### src/rtl/gesture_command_gen.sv
// Converts per-frame hand coordinates into drone hover/roll/pitch bytes and an
// armed flag that a left-to-right swipe through the bottom dead zone toggles.
module gesture_command_gen #(
    parameter logic [15:0] DEAD_Y          = 16'd342,
    parameter logic [15:0] ZONE_W          = 16'd130,
    parameter logic [7:0]  HOVER_K         = 8'd191,
    parameter logic [15:0] MIN_Z_DEAD_ZONE = 16'd800,
    parameter logic [15:0] MAX_Z_DEAD_ZONE = 16'd1050,
    parameter logic [4:0]  TIMEOUT_FRAMES  = 5'd15
) (
    input  logic        vclock,
    input  logic        reset,
    input  logic        hands_valid,
    input  logic [15:0] x1,
    input  logic [15:0] y1,
    input  logic [15:0] z1,
    input  logic [15:0] x2,
    input  logic [15:0] y2,
    input  logic [15:0] z2,
    output logic [7:0]  hover,
    output logic [7:0]  roll,
    output logic [7:0]  pitch,
    output logic        on,
    output logic        cmd_valid,
    output logic [2:0]  swipe_state
);

    typedef enum logic [2:0] {IDLE, Z0, Z1, Z2, Z3, LOCK} state_e;

    state_e      state;
    logic [4:0]  cnt;

    logic        s1_valid;
    logic [16:0] s1_y_avg;
    logic [16:0] s1_dy;
    logic [15:0] s1_z_avg;
    logic [2:0]  s1_zone;
    logic        s1_tracked;
    logic        s1_in_dz;
    logic        s1_any_dz;

    logic [16:0] y_sum;
    logic [16:0] z_sum;
    logic [2:0]  zone;

    // The left-hand x coordinate plays no part in any command.
    logic unused_x1;
    assign unused_x1 = ^x1;

    assign y_sum = {1'b0, y1} + {1'b0, y2};
    assign z_sum = {1'b0, z1} + {1'b0, z2};

    always_comb begin
        zone = 3'd4;
        if (x2 < ZONE_W)
            zone = 3'd0;
        else if (x2 < 16'(ZONE_W * 16'd2))
            zone = 3'd1;
        else if (x2 < 16'(ZONE_W * 16'd3))
            zone = 3'd2;
        else if (x2 < 16'(ZONE_W * 16'd4))
            zone = 3'd3;
    end

    always_ff @(posedge vclock) begin
        if (reset) begin
            s1_valid <= 1'b0;
        end else begin
            s1_valid <= hands_valid;
        end
        if (hands_valid) begin
            s1_y_avg   <= {1'b0, y_sum[16:1]};
            s1_dy      <= {1'b0, y1} - {1'b0, y2};
            s1_z_avg   <= z_sum[16:1];
            s1_zone    <= zone;
            s1_tracked <= (z1 != 16'd0) && (z2 != 16'd0);
            s1_in_dz   <= (y2 >= DEAD_Y);
            s1_any_dz  <= (y1 >= DEAD_Y) || (y2 >= DEAD_Y);
        end
    end

    // The toggle is visible combinationally so stage 2 sees this frame's armed state.
    logic toggle;
    logic on_next;
    assign toggle  = s1_valid && s1_tracked && s1_in_dz && (state == Z3) && (s1_zone == 3'd4);
    assign on_next = on ^ toggle;
    assign swipe_state = state;

    always_ff @(posedge vclock) begin
        if (reset) begin
            state <= IDLE;
            cnt   <= 5'd0;
            on    <= 1'b0;
        end else if (s1_valid) begin
            on <= on_next;
            if (!s1_tracked || !s1_in_dz) begin
                state <= IDLE;
                cnt   <= 5'd0;
            end else begin
                case (state)
                    IDLE: begin
                        cnt <= 5'd0;
                        if (s1_zone == 3'd0)
                            state <= Z0;
                    end
                    LOCK: cnt <= 5'd0;
                    default: begin
                        if (s1_zone == 3'(state)) begin
                            state <= (state == Z3) ? LOCK : state_e'(state + 3'd1);
                            cnt   <= 5'd0;
                        end else if (s1_zone == 3'(state - 3'd1)) begin
                            if (cnt + 5'd1 == TIMEOUT_FRAMES) begin
                                state <= IDLE;
                                cnt   <= 5'd0;
                            end else begin
                                cnt <= cnt + 5'd1;
                            end
                        end else begin
                            state <= (s1_zone == 3'd0) ? Z0 : IDLE;
                            cnt   <= 5'd0;
                        end
                    end
                endcase
            end
        end
    end

    function automatic logic [7:0] sat8(input logic signed [31:0] v);
        if (v < 0)
            return 8'd0;
        else if (v > 32'sd255)
            return 8'd255;
        else
            return v[7:0];
    endfunction

    logic signed [31:0] h_diff, h_val, dy_ext, r_val, z_ext, p_val;

    always_comb begin
        h_diff = $signed({16'd0, DEAD_Y}) - 32'sd1 - $signed({15'd0, s1_y_avg});
        h_val  = (h_diff * $signed({24'd0, HOVER_K})) >>> 8;
        dy_ext = $signed({{15{s1_dy[16]}}, s1_dy});
        r_val  = 32'sd128 + (dy_ext >>> 1);
        z_ext  = $signed({16'd0, s1_z_avg});
        p_val  = 32'sd128;
        if (z_ext < $signed({16'd0, MIN_Z_DEAD_ZONE}))
            p_val = 32'sd128 - (($signed({16'd0, MIN_Z_DEAD_ZONE}) - z_ext) >>> 2);
        else if (z_ext >= $signed({16'd0, MAX_Z_DEAD_ZONE}))
            p_val = 32'sd128 + ((z_ext - $signed({16'd0, MAX_Z_DEAD_ZONE})) >>> 2);
    end

    always_ff @(posedge vclock) begin
        if (reset) begin
            cmd_valid <= 1'b0;
            hover     <= 8'd0;
            roll      <= 8'd128;
            pitch     <= 8'd128;
        end else begin
            cmd_valid <= s1_valid;
            if (s1_valid) begin
                if (!on_next || !s1_tracked || s1_any_dz) begin
                    hover <= 8'd0;
                    roll  <= 8'd128;
                    pitch <= 8'd128;
                end else begin
                    hover <= sat8(h_val);
                    roll  <= sat8(r_val);
                    pitch <= sat8(p_val);
                end
            end
        end
    end

endmodule

### config.mk
export PLATFORM = sky130hd
export DESIGN_NAME = gesture_command_gen
export DESIGN_NICKNAME = d
export VERILOG_FILES = /design/src/rtl/gesture_command_gen.sv
export SDC_FILE = /design/constraint.sdc
export NUM_CORES = 1
export LEC_CHECK = 0
export BUFFER_PORTS_ARGS = -buffer_cell sky130_fd_sc_hd__buf_4
export CORE_MARGIN = 2
export CORE_UTILIZATION = 30
export DETAILED_ROUTE_END_ITERATION = 8
export HOLD_SLACK_MARGIN = 0.06
export PLACE_DENSITY_LB_ADDON = 0.15
export SYNTH_ARGS = -nofsm -noshare
export SYNTH_HDL_FRONTEND = slang
export SYNTH_SLANG_ARGS = --single-unit
### constraint.sdc
create_clock -name vclock -period 19 [get_ports vclock]
set_input_delay 1.9 -clock vclock [delete_from_list [all_inputs] [get_ports vclock]]
set_output_delay 1.9 -clock vclock [all_outputs]
set_load 0.02 [all_outputs]
-- Word-level counts from Yosys, hierarchy flattened
Cells that the tools add are included.
- register bits: 90
- input bits: 99
- output and inout bits: 29
- reduce and logical (&&, ||, !) cells: 20
- magnitude comparators: 14
- bitwise operators: 1
- equality and inequality tests: 9
- add/subtract/negate cells: 12
- multiplexer cells: 27
- $mul: 1
- operator list (kind ; number):
    8-bit two-way mux ; 9
    32-bit two-way mux ; 2
    16-bit by 16-bit adder with 17-bit output ; 2
    16-bit by 9-bit greater-or-equal comparator with 1-bit output, second input constant ; 2
    32-bit by 9-bit > comparator with 1-bit output, second input constant ; 1
    16-bit by 10-bit < comparator with 1-bit output, second input constant ; 2
    16-bit by 9-bit < comparator with 1-bit output, second input constant ; 2
    32-bit by 1-bit < comparator with 1-bit output, second input constant ; 1
    16-bit nonzero test ; 2
    17-bit by 9-bit multiplier with 26-bit output, second input constant ; 1
    5-bit two-way mux ; 5
    3-bit two-way mux ; 7
    18-bit by 9-bit > comparator with 1-bit output, second input constant ; 1
    18-bit by 1-bit < comparator with 1-bit output, second input constant ; 1
    9-bit by 16-bit adder with 17-bit output, first input constant ; 1
    17-bit by 9-bit > comparator with 1-bit output, second input constant ; 1
    17-bit by 1-bit < comparator with 1-bit output, second input constant ; 1
    10-bit by 16-bit subtractor with 17-bit output, first input constant ; 1
    16-bit by 11-bit subtractor with 17-bit output, second input constant ; 1
    16-bit by 16-bit subtractor with 17-bit output ; 1
    9-bit by 16-bit subtractor with 17-bit output, first input constant ; 1
    9-bit by 15-bit adder with 16-bit output, first input constant ; 1
    16-bit by 11-bit greater-or-equal comparator with 1-bit output, second input constant ; 1
    16-bit by 8-bit < comparator with 1-bit output, second input constant ; 1
    other kinds (21) ; 36

-- Depth between registers and ports, before layout
- depth in word-level cells: 9
- gate-level depth with buffers: 27
- gate-level depth less buffers: 26

-- Least setup slack after synthesis
OpenSTA, ideal clock, no wires.
- path kind: register to register
- from: reg s1_y_avg[1]
- to: reg hover[0]
- stages on the path, launching flop included: 26
- path slack: 12.617 ns
- arrival time: 6.234 ns
- cells stage by stage: edfxtp_1 ha_1 o211ai_1 a21boi_0 nor4_1 xnor2_1 ha_1 xnor2_1 inv_1 fa_1 inv_1 fa_1 inv_1 fa_1 inv_1 ha_1 clkbuf_1 a21o_1 a21oi_1 nor2_1 a2111oi_0 o21ai_2 a31oi_1 xor2_1 mux2i_1 a311oi_1
- longest elaborated chain between the ends: 6
- elaborated cells between the ends (all ways): 7
- those cells by class: 1 x add/sub; 1 x mul; 2 x order compare; 3 x mux
- ends and longest elaborated chain (element ; RTL line ; RTL):
    start: declaration ; 34 ; logic [16:0] s1_y_avg;
    start signal: assignment ; 72 ; s1_y_avg <= {1'b0, y_sum[16:1]};
    9-bit by 16-bit subtractor with 17-bit output (*) ; 140 ; h_diff = $signed({16'd0, DEAD_Y}) - 32'sd1 - $signed({15'd0, s1_y_avg});
    17-bit by 9-bit multiplier with 26-bit output (*) ; 141 ; h_val = (h_diff * $signed({24'd0, HOVER_K})) >>> 8;
    18-bit by 9-bit > comparator with 1-bit output ; 131 ; else if (v > 32'sd255)
    8-bit two-way mux ; 131 ;
    8-bit two-way mux (*) ; 129 ; if (v < 0)
    8-bit two-way mux (*) ; 161 ; if (!on_next || !s1_tracked || s1_any_dz) begin
    end signal: assignment ; 166 ; hover <= sat8(h_val);
    end: declaration ; 20 ; output logic [7:0] hover,
Every way passes the cells marked *; elsewhere a longest branch is shown, timed or not.
A chain may end at the register's enable or synchronous reset.

-- Worst setup path after layout
- from: reg s1_y_avg[1]
- to: reg hover[4]
The elaborated chain is that of the path after synthesis.

==> summary.md <==
| Metric | Value |
|---|---|
| Crit share post-route | 0.412 |
| Nets | 1529 |
| Starting density of the core | 0.305 |
| First-pass GRT wire length | 41000 µm |
| Max Cap Violations | 0 |
| HP Class | flop to flop |
| DRT Pass-1 Iters | 6 |
| # rows | 67 |
| Fmax | 0.128 GHz |
| Crit-path max cell delay | 740 ps |
| DPL Wire Length | 20200 µm |
| CP Data Required Time | 19180 ps |
| Post-synth top area cell | edfxtp_1 |
| Root buffer cell | clkbuf_16 |
| Design area | 0.0118 mm² |
| Routed wire length | 24600 µm |
| Pin count of the biggest net entering global routing | 56 |
| Resize count post-CTS | 0 |
| Post-synth top cells | inv_1 (174), ha_1 (112), a21oi_1 (79), xnor2_1 (73), nor2_1 (62) |
| Total CTS buffers | 9 |
| Post-route ant nets | 0 |
| N_diodes | 0 |
| Synth area leaders | edfxtp_1 (16%), ha_1 (14%), fa_1 (10%), dfxtp_1 (6.9%), inv_1 (6.4%) |
| Die X | 189 µm |
| Vias per inst | 4.79 |
| Crit path DAT | 8000 ps |
| Worst Skew | 10.6 ps |
| Setup_tns | 0 ps |
| Syn Inst Count | 1173 |
| Avg Cell Area, Syn | 8.71 µm² |
| Async S/R FF share, synth | 0 |
| Number of global-route vias before repair | 8215 |
| Syn nets | 1436 |
| Most frequent cell on the critical path | inv_1 |
| Final setup fails | 0 |
| CTS Sinks | 89 |
| Slowest cell on crit path | a21boi_0 |
| EDFF count, synth | 54 |
| Fillers | 3574 |
| Yosys warnings | 0 |
| Clock Latency Late Sink | 350 ps |
| Die Area | 0.0356 mm² |
| Slew HR | 0.246 |
| CP cell instances | ha_1, o211ai_1, a21boi_0, nor4_1, xnor2_1, ha_1, xnor2_1, inv_1, fa_1, inv_1, fa_1, inv_1, fa_1, inv_1, ha_1, a21o_1, a21oi_1, nor2_1, a2111oi_0, o21ai_2, a31oi_1, xor2_1, mux2i_1, a311oi_1 |
| Tmin final | 7820 ps |
| Worst-path clk slew | 60 ps |
| Global Route Usage Sum | 0.139 |
| Seq/Total Area, Yosys | 0.227 |
| Top cell type's share of synthesized area | 0.159 |
| Fin. Hold Viols | 0 |
| Die Y | 189 µm |
| CP Max Fanout | 8 |
| CTS tree | yes |
| FF+latch count, synth | 89 |
| P&R area growth vs syn | 15.3% |
| Initial antenna violation count | 0 |
| DRC viols | 0 |
| Detailed Route Iter0 Violations | 385 |
| Startpoint types | flop |
| CP Class | flop to flop |
| Placed Area | 0.0115 mm² |
| Core Box Area | 0.0335 mm² |
| Global placement routability congestion | 0.815 |
| RSZ-0062 raised after global routing | false |
| Ratio of cells with drive above 1 in the final layout | 0.120 |
| Mapped cell area | 0.0102 mm² |
| Most common cell in the netlist | inv_1 |
| Port Buffers | 110 |
| Status | complete, no violations |
| Deepest clock path buffer count | 2 |
| Count of cell types in the netlist | 84 |
| Setup crit end kind | flop |
| DR vias | 8235 |
| Pins Over Slew Limit | 0 |
| H-tree depth | 3 |
| Post-CTS setup buffers | 0 |
| Least-Margin Pin Slew | 1120 ps |
| I/O pin cnt | 128 |
| Drt wl/cell | 14.3 µm |
| Post-CTS Hold Fix Bufs | 0 |
| GR Overflow Total | 0 |
| Post-synth top flop | edfxtp_1 |
-- path summary, 6_finish.rpt --
| kind | depth (start not counted) | from | slack (ps) | end |
|---|---|---|---|---|
| worst max-delay path | 24 | s1_y_avg[1] | 11180 | hover[4] |
| worst min-delay path | 2 | roll[0] | 470 | roll[0] |
| worst max register to register | 24 | s1_y_avg[1] | 11180 | hover[4] |
| worst min register to register | 2 | roll[0] | 470 | roll[0] |
-- cell type report --
cell class / instances / area, µm² / share of cell area
Sequential cell: 89 / 2320 / 0.197
Tap cell: 448 / 561 / 0.0476
Clock buffer: 11 / 233 / 0.0198
Inverter: 174 / 653 / 0.0554
Timing Repair Buffer: 112 / 841 / 0.0714
Multi-Input combinational cell: 880 / 7110 / 0.604
Clock inverter: 5 / 57.6 / 0.00489
-- registers in the layout, summed over array words and instances (netlist names), 3 cells and up --
register,count
s1_z_avg,16
hover,8
swipe_state,3
s1_y_avg,16
cnt,5
roll,8
pitch,8
s1_zone,3
s1_dy,16
-- cell families (layout without fill, tap and decap cells) --
| group | Yosys count | in the layout | share of synthesized area |
|---|---|---|---|
| AND/OR/NAND/NOR | 314 | 314 | 0.166 |
| AO/OA/AOI/OAI | 290 | 290 | 0.193 |
| buffers and inverters | 204 | 302 | 0.0766 |
| adder cells (fa/ha/maj) | 167 | 167 | 0.242 |
| XOR/XNOR | 104 | 104 | 0.0899 |
| flip-flops | 89 | 89 | 0.227 |
| multiplexers | 5 | 5 | 0.00514 |
-- per-layer routing --
| layer | wire [µm] | vias to the layer above | GRT usage |
|---|---|---|---|
| met5 | 0 | - | 0 |
| met4 | 223 | 0 | 0.0279 |
| met3 | 759 | 12 | 0.0166 |
| met2 | 10800 | 123 | 0.218 |
| met1 | 12800 | 3771 | 0.204 |
| li1 | - | 4329 | - |
-- critical path: cells and delay by family (launching register included) --
kind	cells	cell delay (ps)
flops	1	510
compound gates	8	2420
simple gates	2	210
fa+ha+maj	6	2430
buf+inv	4	250
mux	1	710
xor+xnor	3	1130
-- per-stage QoR --
| step | cells | utilization | setup slack, ps | hold WS [ps] |
|---|---|---|---|---|
| after detailed placement | 1703 | 0.343 | 11090 | 460 |
| after CTS | 1719 | 0.351 | 11050 | 470 |
| after global routing | 1719 | 0.351 | 10610 | 497 |
| after global placement | 1703 | 0.343 | 11180 | 462 |
| after floorplan | 1173 | - | 12620 | 467 |
| final | 1719 | 0.351 | 11180 | 467 |
-- layout by cell type, fill, tap and decap left out, types with 19 or more instances in the layout --
cell / instances
ha_1: 112
a21oi_1: 79
xnor2_1: 73
edfxtp_1: 54
buf_4: 112
nor2_1: 62
nand2_1: 61
inv_1: 174
dfxtp_1: 35
o21ai_0: 49
a21o_1: 26
nor2b_1: 22
nor3_1: 34
xor2_1: 30
fa_1: 52
nand2b_1: 19
Power is left out: the tool's default activity adds up to more than one toggle a clock period on the data nets, which glitch-free logic cannot reach.
